<file path="src/rtl/rot_sched_if.sv">
// Bus bundle between the register interface and the rotate-engine run sequencer.
// The master side is the register block and core_set. The slave side is rot_sched.
interface rot_sched_if #(
  parameter int SET_W = 25
);
  // register-side controls and core_set feedback
  logic             I_RS_CFG_WE;
  logic [15:0]      I_RS_CFG_HEIGHT;
  logic [15:0]      I_RS_CFG_WIDTH;
  logic [1:0]       I_RS_CFG_DEGREES;
  logic             I_RS_CFG_DIRECTION;
  logic             I_RS_GO;
  logic             I_RS_ABORT;
  logic             I_RS_IRQ_CLR;
  logic             I_RS_CS_WRITE;
  // sequencer outputs
  logic [15:0]      O_RS_CS_HEIGHT;
  logic [15:0]      O_RS_CS_WIDTH;
  logic [1:0]       O_RS_CS_DEGREES;
  logic             O_RS_CS_DIRECTION;
  logic             O_RS_CS_START;
  logic             O_RS_CS_HRESET_N;
  logic             O_RS_BUSY;
  logic             O_RS_DONE;
  logic             O_RS_ERR;
  logic             O_RS_IRQ;
  logic [SET_W-1:0] O_RS_SET_CNT;

  modport master (
    output I_RS_CFG_WE, I_RS_CFG_HEIGHT, I_RS_CFG_WIDTH, I_RS_CFG_DEGREES,
           I_RS_CFG_DIRECTION, I_RS_GO, I_RS_ABORT, I_RS_IRQ_CLR, I_RS_CS_WRITE,
    input  O_RS_CS_HEIGHT, O_RS_CS_WIDTH, O_RS_CS_DEGREES, O_RS_CS_DIRECTION,
           O_RS_CS_START, O_RS_CS_HRESET_N, O_RS_BUSY, O_RS_DONE, O_RS_ERR,
           O_RS_IRQ, O_RS_SET_CNT
  );

  modport slave (
    input  I_RS_CFG_WE, I_RS_CFG_HEIGHT, I_RS_CFG_WIDTH, I_RS_CFG_DEGREES,
           I_RS_CFG_DIRECTION, I_RS_GO, I_RS_ABORT, I_RS_IRQ_CLR, I_RS_CS_WRITE,
    output O_RS_CS_HEIGHT, O_RS_CS_WIDTH, O_RS_CS_DEGREES, O_RS_CS_DIRECTION,
           O_RS_CS_START, O_RS_CS_HRESET_N, O_RS_BUSY, O_RS_DONE, O_RS_ERR,
           O_RS_IRQ, O_RS_SET_CNT
  );
endinterface

</file>
<file path="src/rtl/rot_sched.sv">
// rot_sched: run sequencer for the rotate engine.
// It latches the job configuration and validates it against the engine limits.
// It launches core_set, counts completed 8x8 pixel sets and reports done or error
// status with a sticky interrupt. It owns core_set's reset, so an abort flushes the core.
// Optional build macro RS_TIMEOUT_EN adds a watchdog. The watchdog ends a RUN with
// an error after TIMEOUT_CYC cycles without a completed set.
module rot_sched #(
  parameter int SET_W = 25
`ifdef RS_TIMEOUT_EN
  , parameter int TIMEOUT_CYC = 4096
`endif
) (
  input  logic       I_RS_HCLK,
  input  logic       I_RS_HRESET,
  rot_sched_if.slave rs
);

  typedef enum logic [1:0] {
    ST_IDLE  = 2'd0,
    ST_CHECK = 2'd1,
    ST_RUN   = 2'd2
  } state_t;

  state_t           state_r;
  state_t           state_s;

  logic [15:0]      cfg_h_r;
  logic [15:0]      cfg_w_r;
  logic [1:0]       cfg_deg_r;
  logic             cfg_dir_r;
  logic [SET_W-1:0] total_r;
  logic [SET_W-1:0] set_cnt_r;
  logic             write_q_r;
  logic             busy_r;
  logic             done_r;
  logic             err_r;
  logic             irq_r;
  logic             cs_start_r;
  logic             cs_hreset_n_r;

  logic             go_take_s;
  logic             run_entry_s;
  logic             inc_s;
  logic             done_set_s;
  logic             err_set_s;
  logic             fall_s;
  logic             illegal_s;
  logic [SET_W-1:0] cnt_next_s;
  logic [SET_W-1:0] total_s;

  // Number of 8-pixel groups along one axis: floor(x/8) plus one for any remainder.
  function automatic logic [SET_W-1:0] ceil8(input logic [15:0] x);
    logic [SET_W-1:0] q;
    q = SET_W'(x[15:3]);
    return q + SET_W'(|x[2:0]);
  endfunction

  assign fall_s     = write_q_r & ~rs.I_RS_CS_WRITE;
  assign illegal_s  = (cfg_h_r == 16'd0) || (cfg_w_r == 16'd0) ||
                      cfg_h_r[15] || (cfg_w_r[15:14] != 2'b00);
  assign cnt_next_s = set_cnt_r + SET_W'(1);
  assign total_s    = ceil8(cfg_h_r) * ceil8(cfg_w_r);

`ifdef RS_TIMEOUT_EN
  localparam int WD_W = $clog2(TIMEOUT_CYC + 1);
  logic [WD_W-1:0] wd_r;
  logic            wd_hit_s;

  assign wd_hit_s = (wd_r == WD_W'(TIMEOUT_CYC - 1));

  // Watchdog: restarts on RUN entry and on every completed set, and counts RUN cycles.
  always_ff @(posedge I_RS_HCLK) begin
    if (I_RS_HRESET) begin
      wd_r <= '0;
    end else if (run_entry_s || inc_s) begin
      wd_r <= '0;
    end else if (state_r == ST_RUN) begin
      wd_r <= wd_r + WD_W'(1);
    end else begin
      wd_r <= wd_r;
    end
  end
`endif

  // Next state plus one-cycle event strobes. ABORT has priority over everything in a job.
  always_comb begin
    state_s     = state_r;
    go_take_s   = 1'b0;
    run_entry_s = 1'b0;
    inc_s       = 1'b0;
    done_set_s  = 1'b0;
    err_set_s   = 1'b0;
    case (state_r)
      ST_IDLE: begin
        if (rs.I_RS_GO) begin
          state_s   = ST_CHECK;
          go_take_s = 1'b1;
        end else begin
          state_s = ST_IDLE;
        end
      end
      ST_CHECK: begin
        if (rs.I_RS_ABORT) begin
          state_s = ST_IDLE;
        end else if (illegal_s) begin
          state_s   = ST_IDLE;
          err_set_s = 1'b1;
        end else begin
          state_s     = ST_RUN;
          run_entry_s = 1'b1;
        end
      end
      ST_RUN: begin
        if (rs.I_RS_ABORT) begin
          state_s = ST_IDLE;
        end else if (fall_s) begin
          inc_s = 1'b1;
          if (cnt_next_s == total_r) begin
            state_s    = ST_IDLE;
            done_set_s = 1'b1;
          end else begin
            state_s = ST_RUN;
          end
        end
`ifdef RS_TIMEOUT_EN
        else if (wd_hit_s) begin
          state_s   = ST_IDLE;
          err_set_s = 1'b1;
        end
`endif
        else begin
          state_s = ST_RUN;
        end
      end
      default: begin
        state_s = ST_IDLE;
      end
    endcase
  end

  // State register and the control outputs decoded from the upcoming state.
  always_ff @(posedge I_RS_HCLK) begin
    if (I_RS_HRESET) begin
      state_r       <= ST_IDLE;
      busy_r        <= 1'b0;
      cs_start_r    <= 1'b0;
      cs_hreset_n_r <= 1'b0;
    end else begin
      state_r       <= state_s;
      busy_r        <= (state_s != ST_IDLE);
      cs_start_r    <= run_entry_s;
      cs_hreset_n_r <= (state_s == ST_RUN);
    end
  end

  // Job configuration. It can only change between jobs, so core_set sees stable values.
  always_ff @(posedge I_RS_HCLK) begin
    if (I_RS_HRESET) begin
      cfg_h_r   <= 16'd0;
      cfg_w_r   <= 16'd0;
      cfg_deg_r <= 2'd0;
      cfg_dir_r <= 1'b0;
    end else if (rs.I_RS_CFG_WE && (state_r == ST_IDLE)) begin
      cfg_h_r   <= rs.I_RS_CFG_HEIGHT;
      cfg_w_r   <= rs.I_RS_CFG_WIDTH;
      cfg_deg_r <= rs.I_RS_CFG_DEGREES;
      cfg_dir_r <= rs.I_RS_CFG_DIRECTION;
    end else begin
      cfg_h_r   <= cfg_h_r;
      cfg_w_r   <= cfg_w_r;
      cfg_deg_r <= cfg_deg_r;
      cfg_dir_r <= cfg_dir_r;
    end
  end

  // Set accounting: a delayed WRITE copy for edge detection, the job size and the count.
  always_ff @(posedge I_RS_HCLK) begin
    if (I_RS_HRESET) begin
      write_q_r <= 1'b0;
      total_r   <= '0;
      set_cnt_r <= '0;
    end else begin
      write_q_r <= rs.I_RS_CS_WRITE;
      total_r   <= run_entry_s ? total_s : total_r;
      if (go_take_s) begin
        set_cnt_r <= '0;
      end else if (inc_s) begin
        set_cnt_r <= cnt_next_s;
      end else begin
        set_cnt_r <= set_cnt_r;
      end
    end
  end

  // Sticky status and interrupt. A same-cycle set wins over IRQ_CLR.
  always_ff @(posedge I_RS_HCLK) begin
    if (I_RS_HRESET) begin
      done_r <= 1'b0;
      err_r  <= 1'b0;
      irq_r  <= 1'b0;
    end else begin
      done_r <= go_take_s ? 1'b0 : (done_r | done_set_s);
      err_r  <= go_take_s ? 1'b0 : (err_r | err_set_s);
      if (done_set_s || err_set_s) begin
        irq_r <= 1'b1;
      end else if (rs.I_RS_IRQ_CLR) begin
        irq_r <= 1'b0;
      end else begin
        irq_r <= irq_r;
      end
    end
  end

  assign rs.O_RS_CS_HEIGHT    = cfg_h_r;
  assign rs.O_RS_CS_WIDTH     = cfg_w_r;
  assign rs.O_RS_CS_DEGREES   = cfg_deg_r;
  assign rs.O_RS_CS_DIRECTION = cfg_dir_r;
  assign rs.O_RS_CS_START     = cs_start_r;
  assign rs.O_RS_CS_HRESET_N  = cs_hreset_n_r;
  assign rs.O_RS_BUSY         = busy_r;
  assign rs.O_RS_DONE         = done_r;
  assign rs.O_RS_ERR          = err_r;
  assign rs.O_RS_IRQ          = irq_r;
  assign rs.O_RS_SET_CNT      = set_cnt_r;

endmodule
</file>
<file path="src/flat_wrapper.sv">
// flat-port wrapper written by rule: the top's interface ports become plain ports
module rot_sched_flat 
#(
  parameter int SET_W = 25

)
  (I_RS_HCLK, I_RS_HRESET, rs_I_RS_CFG_WE, rs_I_RS_CFG_HEIGHT, rs_I_RS_CFG_WIDTH, rs_I_RS_CFG_DEGREES, rs_I_RS_CFG_DIRECTION, rs_I_RS_GO, rs_I_RS_ABORT, rs_I_RS_IRQ_CLR, rs_I_RS_CS_WRITE, rs_O_RS_CS_HEIGHT, rs_O_RS_CS_WIDTH, rs_O_RS_CS_DEGREES, rs_O_RS_CS_DIRECTION, rs_O_RS_CS_START, rs_O_RS_CS_HRESET_N, rs_O_RS_BUSY, rs_O_RS_DONE, rs_O_RS_ERR, rs_O_RS_IRQ, rs_O_RS_SET_CNT);
  rot_sched_if #(.SET_W(SET_W)) rs_i ();
  input  logic I_RS_HCLK;
  input  logic I_RS_HRESET;
  input wire logic [$bits(rs_i.I_RS_CFG_WE)-1:0] rs_I_RS_CFG_WE;
  input wire logic [$bits(rs_i.I_RS_CFG_HEIGHT)-1:0] rs_I_RS_CFG_HEIGHT;
  input wire logic [$bits(rs_i.I_RS_CFG_WIDTH)-1:0] rs_I_RS_CFG_WIDTH;
  input wire logic [$bits(rs_i.I_RS_CFG_DEGREES)-1:0] rs_I_RS_CFG_DEGREES;
  input wire logic [$bits(rs_i.I_RS_CFG_DIRECTION)-1:0] rs_I_RS_CFG_DIRECTION;
  input wire logic [$bits(rs_i.I_RS_GO)-1:0] rs_I_RS_GO;
  input wire logic [$bits(rs_i.I_RS_ABORT)-1:0] rs_I_RS_ABORT;
  input wire logic [$bits(rs_i.I_RS_IRQ_CLR)-1:0] rs_I_RS_IRQ_CLR;
  input wire logic [$bits(rs_i.I_RS_CS_WRITE)-1:0] rs_I_RS_CS_WRITE;
  output wire logic [$bits(rs_i.O_RS_CS_HEIGHT)-1:0] rs_O_RS_CS_HEIGHT;
  output wire logic [$bits(rs_i.O_RS_CS_WIDTH)-1:0] rs_O_RS_CS_WIDTH;
  output wire logic [$bits(rs_i.O_RS_CS_DEGREES)-1:0] rs_O_RS_CS_DEGREES;
  output wire logic [$bits(rs_i.O_RS_CS_DIRECTION)-1:0] rs_O_RS_CS_DIRECTION;
  output wire logic [$bits(rs_i.O_RS_CS_START)-1:0] rs_O_RS_CS_START;
  output wire logic [$bits(rs_i.O_RS_CS_HRESET_N)-1:0] rs_O_RS_CS_HRESET_N;
  output wire logic [$bits(rs_i.O_RS_BUSY)-1:0] rs_O_RS_BUSY;
  output wire logic [$bits(rs_i.O_RS_DONE)-1:0] rs_O_RS_DONE;
  output wire logic [$bits(rs_i.O_RS_ERR)-1:0] rs_O_RS_ERR;
  output wire logic [$bits(rs_i.O_RS_IRQ)-1:0] rs_O_RS_IRQ;
  output wire logic [$bits(rs_i.O_RS_SET_CNT)-1:0] rs_O_RS_SET_CNT;
  assign rs_i.I_RS_CFG_WE = rs_I_RS_CFG_WE;
  assign rs_i.I_RS_CFG_HEIGHT = rs_I_RS_CFG_HEIGHT;
  assign rs_i.I_RS_CFG_WIDTH = rs_I_RS_CFG_WIDTH;
  assign rs_i.I_RS_CFG_DEGREES = rs_I_RS_CFG_DEGREES;
  assign rs_i.I_RS_CFG_DIRECTION = rs_I_RS_CFG_DIRECTION;
  assign rs_i.I_RS_GO = rs_I_RS_GO;
  assign rs_i.I_RS_ABORT = rs_I_RS_ABORT;
  assign rs_i.I_RS_IRQ_CLR = rs_I_RS_IRQ_CLR;
  assign rs_i.I_RS_CS_WRITE = rs_I_RS_CS_WRITE;
  assign rs_O_RS_CS_HEIGHT = rs_i.O_RS_CS_HEIGHT;
  assign rs_O_RS_CS_WIDTH = rs_i.O_RS_CS_WIDTH;
  assign rs_O_RS_CS_DEGREES = rs_i.O_RS_CS_DEGREES;
  assign rs_O_RS_CS_DIRECTION = rs_i.O_RS_CS_DIRECTION;
  assign rs_O_RS_CS_START = rs_i.O_RS_CS_START;
  assign rs_O_RS_CS_HRESET_N = rs_i.O_RS_CS_HRESET_N;
  assign rs_O_RS_BUSY = rs_i.O_RS_BUSY;
  assign rs_O_RS_DONE = rs_i.O_RS_DONE;
  assign rs_O_RS_ERR = rs_i.O_RS_ERR;
  assign rs_O_RS_IRQ = rs_i.O_RS_IRQ;
  assign rs_O_RS_SET_CNT = rs_i.O_RS_SET_CNT;
  rot_sched #(.SET_W(SET_W)) u_core (.I_RS_HCLK(I_RS_HCLK), .I_RS_HRESET(I_RS_HRESET), .rs(rs_i));
endmodule
</file>
<file path="config.mk">
export PLATFORM = sky130hd
export DESIGN_NAME = rot_sched_flat
export DESIGN_NICKNAME = d
export VERILOG_FILES = /design/src/rtl/rot_sched_if.sv /design/src/rtl/rot_sched.sv /design/src/flat_wrapper.sv
export SDC_FILE = /design/constraint.sdc
export NUM_CORES = 1
export LEC_CHECK = 0
export CORE_ASPECT_RATIO = 0.7
export CORE_UTILIZATION = 25
export DETAILED_ROUTE_END_ITERATION = 8
export SYNTH_ARGS = -nofsm -noshare
export SYNTH_HDL_FRONTEND = slang
export SYNTH_SLANG_ARGS = --single-unit
</file>
<file path="constraint.sdc">
create_clock -name I_RS_HCLK -period 18.7 [get_ports I_RS_HCLK]
set_input_delay 5.61 -clock I_RS_HCLK [delete_from_list [all_inputs] [get_ports I_RS_HCLK]]
set_output_delay 5.61 -clock I_RS_HCLK [all_outputs]
set_load 0.01 [all_outputs]
</file>
==> results.md <==
* Leakage at 5.47 nW
* FP Rows at 64
* Worst skew pair latency at about 0.37 ns
* Post-synth EDFFs at 0
* Total wire length at 31.4 mm
* Cells after synthesis at 1330
* CTS Buffer Depth at 2
* Die Span Y at 178 microns
* Post-synth top area cell: fa_1
* CTS tree: yes
* Seq cells post-synth at 94
* Achievable Freq at 121 MHz
* Mapped Area at 11100 sq um
* Status: finished, final reports clean
* Final number of max-transition violations at 0
* Netlist cell types at 76
* Tmin final at 8.24 ns
* Drt first-iter violations at 596
* Critical path capture point type: register
* Largest net degree at the start of global routing at between 60 and 70
* Post-Place Worst Slack at 10.59 ns
* Worst Skew at 0.0107 ns
* Met3 Usage GRT at 4.55%
* PwrDens at about 44 nW/um^2
* Setup TNS at 0 ns
* Initial antenna violation count at 0
* Syn Area/Cell at 8.32 sq um
* Post-cts gate resize count at 0
* Post-cts hold buffer count at 0
* Total track usage at 14.6%
* Period utilization at 44.1%
* Critical-path top delay cell: fa_1
* Die area at ~45000 sq um
* Critical path arrival at 8.51 ns
* Port buffer count at 107
* Peak VDD IR at 0.0403 mV
* DRC at 0
* Met1 usage at between 20% and 30%
* Post-DR wirelength/cell at roughly 16 microns
* Die X at around 250 microns
* Ant diodes at 0
* Clock buffer count from CTS at 9
* Starting Density at approximately a quarter
* CP Class: register to register
* Hold Fails Final Rpt at 0
* HP Start: u_core.rs.O_RS_CS_DEGREES[0]$_SDFFE_PP0P_
* Critical Path RT at 18.97 ns
* Total core area at 43600 sq um
* Simple-Gate Fraction of Synth Area at 22.5%
* Async SR Flop Fraction at 0%
* Worst R2R End: u_core.total_r[23]$_SDFFE_PP0P_
* Busiest grt layer: met1
* Startpoint types: register
* Biggest cell delay along the critical path at 0.61 ns
* Overflow after GRT at 0
* Flop-to-flop setup slack at 10.46 ns
* Via count at 9437
* GPL Wtd Cong at 0.909
* Hold Crit Class: register to register
* Layout Cells excl Fill at 2006
* Vias in the first global route at between 9000 and 10000
* DR vias/cell at between 4 and 5
* Clk slew on worst S/H paths at approximately 0.070 ns
* Worst R2R Start: u_core.rs.O_RS_CS_HEIGHT[0]$_SDFFE_PP0P_
* Max FO, Critical Path at 6
* Setup ws final at between 10 and 15 ns
* Share of the synthesized area in the top cell type at 25.2%
* Unrepaired setup endpoints after global routing: no
* Slew @ Worst Pin at 1.18 ns
* Antenna violation net count after detailed routing at 0
* Register area share after synthesis at 17.0%
* Clock sink count at 94
* Hold path depth at 2
* Root buffer cell: clkbuf_16
* Pre-antenna DRT Iters at 7
* Layout Nets at between 1500 and 2000
* Inst Count DP at roughly 2000
* R2R cell count at 28
* DP HPWL at around 26 mm
* Synth top area cells: fa_1 25%, dfxtp_1 17%, ha_1 9.2%
* Max cap viols at 0
* Io pins at 108
* Top FF cell, synth: dfxtp_1
* Hold EP: u_core.rs.O_RS_CS_DEGREES[0]$_SDFFE_PP0P_
* H-Tree Depth at 3
* P&R area growth vs syn at 17.7%
* Post-synthesis adder-cell area fraction at approximately a third
* Postcts setup bufs at 0
* GRT met2 Usage at between 20 and 25%
* Xor and xnor area share after synthesis at 8.27%
* Global-route wire length before repair at 51.8 mm
* Largest family of logic cells by synthesized area: adder cells
* Setup Viol. Count Final at 0
* Max-slew headroom at about a fifth
* Compound-gate portion of the synthesized area at 9.74%
* Share of cells above drive strength 1 at ~3.7%
* Post-synthesis mux area share at less than 1%
* Syn nets at 1592
* Yosys Warn Count at 0
-- how the worst max path moves through the flow --
stage,from,endpoint,slack (ns),cells past startpoint
6_report,u_core.rs.O_RS_CS_HEIGHT[0]$_SDFFE_PP0P_,u_core.total_r[23]$_SDFFE_PP0P_,10.46,28
5_1_grt,u_core.rs.O_RS_CS_HEIGHT[0]$_SDFFE_PP0P_,u_core.total_r[23]$_SDFFE_PP0P_,9.97,28
4_1_cts,u_core.rs.O_RS_CS_HEIGHT[0]$_SDFFE_PP0P_,u_core.total_r[23]$_SDFFE_PP0P_,10.61,28
3_5_place_dp,rs_I_RS_ABORT,u_core.rs.O_RS_SET_CNT[21]$_SDFFE_PP0P_,10.59,6
3_3_place_gp,rs_I_RS_ABORT,u_core.rs.O_RS_SET_CNT[21]$_SDFFE_PP0P_,10.60,6
2_1_floorplan,u_core.rs.O_RS_CS_WIDTH[0]$_SDFFE_PP0P_,u_core.total_r[23]$_SDFFE_PP0P_,11.55,27
-- sequential cells by signal, indices dropped and copies added (netlist names), 2 cells and up --
| name | flops |
|---|---|
| u_core.rs.O_RS_CS_WIDTH | 16 |
| u_core.state_r | 2 |
| u_core.rs.O_RS_CS_HEIGHT | 16 |
| u_core.total_r | 25 |
| u_core.rs.O_RS_SET_CNT | 25 |
| u_core.rs.O_RS_CS_DEGREES | 2 |
-- cells by family (layout without fill, tap and decap cells) --
family / count (synthesis) / after routing
simple gates: 526 / 526
mux: 4 / 4
fa+ha+maj: 220 / 220
compound gates: 171 / 171
flops: 94 / 94
xor+xnor: 102 / 102
buf+inv: 213 / 295
-- synthesized netlist by cell type (all sizes together) (4+ instances only) --
cell,count
nor4,13
and2,31
dfxtp,94
a2111oi,4
and3,13
ha,81
nor2,126
nor4b,4
nand2,217
or2,4
a211oi,9
xor2,36
o211ai,6
nand3,31
clkbuf,39
or3,12
o21ai,25
mux2i,4
buf,16
a21o,5
xnor2,65
a21oi,77
o21a,4
nand4,16
a31oi,8
and4,6
nor2b,10
nand2b,7
inv,157
fa,139
o31ai,6
nor3,25
-- power breakdown --
group	switching [mW]	internal (mW)	leakage, nW
sequential	0.0111	0.207	0.764
clock	0.0865	0.109	0.148
combinational	0.0939	0.0633	4.56
total	0.192	0.379	5.47
-- cell type report --
type / instances / area, sq um
clock inverters: 5 / 66.3
inverters: 158 / 593
clock buffers: 11 / 243
repair buffers: 121 / 1170
well taps: 594 / 743
fillers: 4641 / 30600
multi-input cells: 1023 / 8320
flip-flops and latches: 94 / 1880
-- metal layers --
| metal | vias up | part of all wire [%] |
|---|---|---|
| li1 | 4477 | - |
| met1 | 4602 | 51 |
| met2 | 339 | 39 |
| met3 | 19 | 9.6 |
| met4 | 0 | 0.82 |
| met5 | - | 0 |
-- cell usage in the layout (no fill, tap or decap), types with 6 or more instances in the layout --
cell	count
nor3_1	23
and3_1	11
clkbuf_16	9
buf_4	14
a31oi_1	8
ha_1	81
o211ai_1	6
inv_1	157
o21ai_0	20
nor2b_1	10
nand2_1	216
fa_1	139
dfxtp_1	94
nand4_1	13
nor4_1	11
a211oi_1	9
and2_1	31
xor2_1	36
xnor2_1	64
nor2_1	126
or3_1	12
nand3_1	29
a21oi_1	77
nand2b_1	7
clkdlybuf4s50_1	106
o31ai_1	6
-- metrics by stage --
step	hold WS, ns	area (sq um)	utilization, %	power [mW]
2_1_floorplan	0.444	11100	-	0.320
3_3_place_gp	0.446	12700	29.1	0.377
3_5_place_dp	0.452	12700	29.1	0.379
4_1_cts	0.465	13000	29.8	0.578
5_1_grt	0.489	13000	29.8	0.606
6_report	0.462	13000	29.8	0.571
-- worst max-delay path, delay by kind of cell, from the launching register on --
| family | cells | cell delay, ns |
|---|---|---|
| DFF | 1 | 0.32 |
| xor gates and xnor gates | 1 | 0.53 |
| and+or+nand+nor | 6 | 1.21 |
| adders and majority gates | 8 | 3.73 |
| AOI/OAI and AO/OA | 7 | 2.00 |
| buffers and inverters | 6 | 0.36 |
No activity file was read; power rests on OpenSTA's default activity.
